`config.mk`:
```
export PLATFORM = sky130hd
export DESIGN_NAME = data_c_pipe_collect
export DESIGN_NICKNAME = d
export VERILOG_FILES = /design/src/rtl/data_c_pipe_collect.sv
export SDC_FILE = /design/constraint.sdc
export NUM_CORES = 1
export LEC_CHECK = 0
export BUFFER_PORTS_ARGS = -buffer_cell sky130_fd_sc_hd__buf_2
export CAP_MARGIN = 5
export CORE_MARGIN = 2
export CORE_UTILIZATION = 47
export DETAILED_ROUTE_END_ITERATION = 10
export PLACE_DENSITY = 0.68
export SLEW_MARGIN = 20
export SYNTH_ARGS = -nofsm -noshare
export SYNTH_HDL_FRONTEND = slang
export SYNTH_SLANG_ARGS = --single-unit
export TNS_END_PERCENT = 5
```
`constraint.sdc`:
```
create_clock -name clock -period 2.6 [get_ports clock]
set_input_delay 0.78 -clock clock [delete_from_list [all_inputs] [get_ports clock]]
set_output_delay 0.78 -clock clock [all_outputs]
set_load 0.01 [all_outputs]
```
`src/rtl/data_c_pipe_collect.sv`:
```
// ---------------------------------------------------------------------------
// data_c_pipe_collect
//   Packs NUM consecutive DSIZE-bit beats from an upstream valid/ready seam
//   into one NUM*DSIZE-bit word. A word closes when NUM beats have been
//   collected or when a beat arrives with in_last set; lanes not filled by an
//   early-closed word read as zero. The output register holds a word until the
//   downstream accepts it. A closing beat may load a new word in the same cycle
//   the previous word is taken, so a full-rate stream is sustained.
//
// Parameters
//   NUM       beats per output word (>= 1)
//   DSIZE     width of one beat
//   MSB_FIRST 0: beat k -> lane k, 1: beat k -> lane NUM-1-k
//
// Ports
//   clock     rising-edge clock
//   rst       synchronous active-high reset
//   in_valid  upstream beat valid
//   in_data   upstream beat data
//   in_last   closes the current word early (qualified by in_valid)
//   in_ready  beat accepted this cycle (combinational)
//   out_valid packed word valid
//   out_data  packed word, lane j = out_data[j*DSIZE +: DSIZE]
//   out_cnt   number of filled lanes (1..NUM)
//   out_last  word was closed by in_last
//   out_ready downstream accepts the word
// ---------------------------------------------------------------------------
module data_c_pipe_collect #(
  parameter int unsigned NUM       = 4,
  parameter int unsigned DSIZE     = 32,
  parameter bit          MSB_FIRST = 1'b0
) (
  input  logic                     clock,
  input  logic                     rst,
  input  logic                     in_valid,
  input  logic [DSIZE-1:0]         in_data,
  input  logic                     in_last,
  output logic                     in_ready,
  output logic                     out_valid,
  output logic [NUM*DSIZE-1:0]     out_data,
  output logic [$clog2(NUM+1)-1:0] out_cnt,
  output logic                     out_last,
  input  logic                     out_ready
);

  // Fill counter needs at least one bit even when NUM == 1.
  localparam int unsigned CW  = (NUM > 1) ? $clog2(NUM) : 1;
  localparam int unsigned OCW = $clog2(NUM + 1);

  // Accumulate register
  logic [NUM*DSIZE-1:0] r_lanes;
  logic [CW-1:0]        r_cnt;

  // Output register
  logic                 r_out_valid;
  logic [NUM*DSIZE-1:0] r_out_data;
  logic [OCW-1:0]       r_out_cnt;
  logic                 r_out_last;

  logic                 w_in_ready;
  logic                 w_accept;
  logic                 w_full;
  logic                 w_close;
  logic [CW-1:0]        w_lane;
  logic [NUM*DSIZE-1:0] w_merged;
  logic [OCW-1:0]       w_cnt_inc;

  // Ready only depends on the output register, so a pending word that is
  // being taken this cycle frees room for a new closing beat.
  assign w_in_ready = !r_out_valid || out_ready;
  assign w_accept   = in_valid && w_in_ready;
  assign w_full     = (r_cnt == CW'(NUM - 1));
  assign w_close    = w_accept && (in_last || w_full);
  assign w_cnt_inc  = OCW'(r_cnt) + OCW'(1);

  always_comb begin
    w_lane = r_cnt;
    if (MSB_FIRST) begin
      w_lane = CW'(NUM - 1) - r_cnt;
    end
  end

  // Accumulated lanes with the current beat dropped into its lane.
  always_comb begin
    w_merged = r_lanes;
    for (int unsigned j = 0; j < NUM; j++) begin
      if (CW'(j) == w_lane) begin
        w_merged[j*DSIZE +: DSIZE] = in_data;
      end
    end
  end

  always_ff @(posedge clock) begin
    if (rst) begin
      r_lanes     <= '0;
      r_cnt       <= '0;
      r_out_valid <= 1'b0;
      r_out_data  <= '0;
      r_out_cnt   <= '0;
      r_out_last  <= 1'b0;
    end else begin
      if (w_close) begin
        r_out_valid <= 1'b1;
        r_out_data  <= w_merged;
        r_out_cnt   <= w_cnt_inc;
        r_out_last  <= in_last;
        r_lanes     <= '0;
        r_cnt       <= '0;
      end else begin
        if (w_accept) begin
          r_lanes <= w_merged;
          r_cnt   <= r_cnt + CW'(1);
        end
        // Word taken with nothing new to replace it; data keeps its value.
        if (r_out_valid && out_ready) begin
          r_out_valid <= 1'b0;
        end
      end
    end
  end

  assign in_ready  = w_in_ready;
  assign out_valid = r_out_valid;
  assign out_data  = r_out_data;
  assign out_cnt   = r_out_cnt;
  assign out_last  = r_out_last;

endmodule
```
---- Word level (Yosys, flattened, before mapping) ----
Index checks and enable logic that the tools add are counted.
cells by class
  equality and inequality tests ........... 4
  add/subtract/negate cells ............... 2
  reduce and logical (&&, ||, !) cells .... 9
  mux-type cells .......................... 6
operator list
  cell                 number
  $mux 32              4
  $eq 2x2->1 const A   2
  $add 2x1->3 const B  1
  $logic_and 1x1->1    3
  $add 2x1->2 const B  1
  $eq 1x2->1 const A   1
  $eq 2x2->1 const B   1
  $logic_not 2->1      1
  $logic_or 1x1->1     2
  $mux 1               2
  $reduce_bool 2->1    1
  $reduce_or 2->1      1
  $logic_not 1->1      1
storage, ports and cells
  output and inout port bits .............. 134
  register bits ........................... 263

---- Depth between registers and ports, before layout ----
  depth after elaboration ................. 5
  mapped depth ............................ 8
  gate-level depth less buffers ........... 5

---- Least setup slack after synthesis ----
Ideal clock, no wire load.
  path type ............................... input -> output
  start ................................... input out_ready
  end ..................................... output in_ready
  arrival ................................. 1.546 ns
  path buffers ............................ 3
  setup slack ............................. 0.274 ns
  data required time ...................... 1.820 ns
  stages on the path ...................... 5
  cell sequence ........................... nor2b_1 > buf_4 > inv_2 > buf_2 > buf_2
on the way
  word-level cells in the longest chain between the ends .. 1
ends and longest elaborated chain
  element           line  text
  start, declared   43    input logic out_ready
  $logic_or 1x1->1  70    assign w_in_ready = !r_out_valid || out_ready;
  end, declared     38    output logic in_ready,
Every way passes these cells.

---- Worst setup path after layout ----
  start ................................... register r_cnt[0]
  end ..................................... register r_out_data[59], in the netlist out_data[59]
on the way
  word-level cells in the longest chain between the ends .. 3
ends and longest elaborated chain
  element                 line  text
  start, declared         52    logic [CW-1:0] r_cnt;
  start signal, assigned  112   r_cnt <= r_cnt + CW'(1);
  $eq 2x2->1              72    assign w_full = (r_cnt == CW'(NUM - 1));
  $logic_or 1x1->1        73    assign w_close = w_accept && (in_last || w_full);
  $logic_and 1x1->1       73
  end signal, assigned    104   r_out_data <= w_merged;
  end, declared           56    logic [NUM*DSIZE-1:0] r_out_data;
Several ways; a longest one is shown, not always the timed one.
A chain may end at the register's enable or synchronous reset.

==> results.md <==
- Outcome: complete, no violations
- Synth top area share: 48.6%
- Clock sink count: 263
- Compound-cell area share of the yosys netlist: between 20% and 30%
- CP max stage delay: 0.43 ns
- Initial Util: 47.9%
- Overall die height: around 160 µm
- P_sw: around 2.4 mW
- H-tree levels: 1
- Initial antenna violation count: 0
- Synth-to-Final Area Change: 17.5%
- Part of the Yosys area used for sequential elements: 48.6%
- Vias in the first global route: 8997
- VDD IR-drop max: 425 µV
- Core area: around 23000 µm²
- Largest net degree at the start of global routing: around 100
- Post-Route Skew: 0.00909 ns
- Synthesis warning total: 0
- Crit path launch type: register
- Final min period: between 2 and 2.5 ns
- Critical path buffers and inverters: 2
- Final nets: 1287
- Setup-failing EPs final: 0
- N_diodes: 0
- Hold bufs inserted after CTS: 0
- Drt total wl: 31200 µm
- CP Class: reg2reg
- TNS Setup: 0 ns
- Clock Latency Late Sink: about 0.53 ns
- Final ANT Viol Nets: 0
- Internal power: about 6.8 mW
- CTS root buffer: clkbuf_16
- Gate Count Post-Synth: 1151
- F_max: 451 MHz
- Main combinational cell family by area after synthesis: compound AO/OA/AOI/OAI gates
- Synth Register Bits: 263
- Setup crit end kind: register
- Leading area contributor after synthesis: dfxtp_1
- Die width: between 150 and 200 µm
- First-pass GRT wire length: 49900 µm
- Vias per std cell: 6.17
- Hold Crit Class: reg2reg
- Adder-Cell Fraction of Synth Area: less than 1%
- Die Area: approximately 24000 µm²
- Cells along the critical path: ha_2 > buf_4 > nor2_1 > nor3_4 > buf_12 > a211oi_1
- Clk slew on worst S/H paths: 0.06 ns
- DRC: 0
- Count of pins over their slew limit: 0
- Worst-Margin Slew: roughly 0.8 ns
- Postcts setup bufs: 0
- DR top layer: met4
- Syn nets: roughly 1200
- Most common cell after layout, fill and taps aside: dfxtp_1
- Simple-Gate Fraction of Synth Area: under 10%
- Sequential Power Share: 46.9%
- CP Max Fanout: about 100
- CP required: roughly 3 ns
- Layout cell share with drive strength beyond 1: 20.6%
- Post-DP HPWL: 18900 µm
- CTS tree: built
- Comb pwr share: approximately an eighth
- Area contributors post-synth: dfxtp_1, mux2i_1, a211oi_1, a31oi_1, a21oi_1
- M1 WL: 14600 µm
- Mux share of post-synthesis cell area: 11.8%
- Synth Area in XOR/XNOR: 0%
- Power Total: a little over 9 mW
- Synth unique cells: 28
- Avg WL per Cell: 20.1 µm
- DR pass1 iterations: 5
- Family with the most delay on the worst path: buffers and inverters
- Crit-path slowest cell: buf_12
- Syn Area/Cell: roughly 9.4 µm²
- Routability cong.: about 0.76
- Met3 WL: 2020 µm
- Clk network pwr share: 40.7%
- Max_slew headroom: 46.5%
- WL met2: 14000 µm
- Buffers on Ports: 170
- CTS Buf Count: 28
- Critical Path AT: 2.61 ns
- Io pins: between 150 and 200
- Clk buf depth: 3
- Commonest cells after routing, fill and taps aside: dfxtp_1, buf_2, a31oi_1, a211oi_1, mux2i_1
- GR Overflow Total: 0
- Max-cap violations: 0
- PD cells: 722 nW/µm²
- Via count: 9571
- Gr usage total: 24.9%
- Num rows: 55
- Final hold violation count: 0
- Mapped cell area: 10800 µm²
- Sw Share: 25.9%
- CTS resizes: 0
- Lkg Pwr: 4.71 nW
- Final period util: 85.4%
- Unrepaired setup endpoints after global routing: false
- Initial DRC count: 953
[worst paths after layout]
| path | startpoint | endpoint | slack, ns | cells after the start |
|---|---|---|---|---|
| worst max-delay path | r_cnt[0] | out_data[59] | 0.38 | 6 |
| worst min-delay path | r_lanes[114] | r_lanes[114] | 0.46 | 1 |
| worst max register to register | r_cnt[0] | out_data[59] | 0.38 | 6 |
| worst min register to register | r_lanes[114] | r_lanes[114] | 0.46 | 1 |
[per-layer routing]
| layer | track usage (%) | vias up |
|---|---|---|
| met5 | 0 | - |
| met4 | 6.99 | 0 |
| met2 | 37.8 | 359 |
| met1 | 37.1 | 4633 |
| met3 | 3.36 | 47 |
| li1 | - | 4532 |
[cells by family after synthesis]
group | Yosys count
buffers and inverters | 150
and+or+nand+nor | 145
muxes | 128
adders and majority gates | 4
DFF | 263
AOI/OAI and AO/OA | 461
[power groups by stage]
stage	Clock, mW	Combinational, mW	Sequential (mW)
2_1_floorplan	0	0.641	4.44
3_3_place_gp	0	1.11	4.40
3_5_place_dp	0	1.13	4.40
4_1_cts	3.80	1.14	4.31
5_1_grt	3.96	1.24	4.33
6_report	3.75	1.14	4.32
[area by class of cell]
class	instances	area [µm²]
clock inverters	4	23.8
flip-flops and latches	263	5270
clock buffers	45	836
fillers	1939	9900
repair buffers	210	1270
multi-input cells	738	4970
well taps	285	357
inverters	5	23.8
[synth_stat cells, drive strengths merged]
cell and n:
a21oi 99, a31oi 130, o21a 1, ha 4, o22ai 1, and3 1
a22o 1, nor3 1, nand2 4, a211oi 129, clkbuf 80, o31ai 2
and2 35, nand4 1, nor2 1, nor2b 2, dfxtp 263, inv 5
mux2i 128, nand3 99, buf 65, o21ai 98, or2 1
[state kept, by name (all words and copies together) (netlist names)]
signal / flops
out_data: 128
out_cnt: 3
out_valid: 1
out_last: 1
r_lanes: 128
r_cnt: 2
[metrics by stage]
step                      utilization, %  area, µm²  setup slack [ns]  std cells  hold slack, ns
after floorplan                        -      10800             0.274       1151           0.429
after global placement              52.5      11900             0.394       1501           0.440
after detailed placement            52.5      11900             0.361       1501           0.443
after CTS                           56.3      12700             0.395       1550           0.460
after global routing                56.3      12700             0.271       1550           0.466
final                               56.3      12700             0.381       1550           0.457
Power figures use the tool's default switching activity.
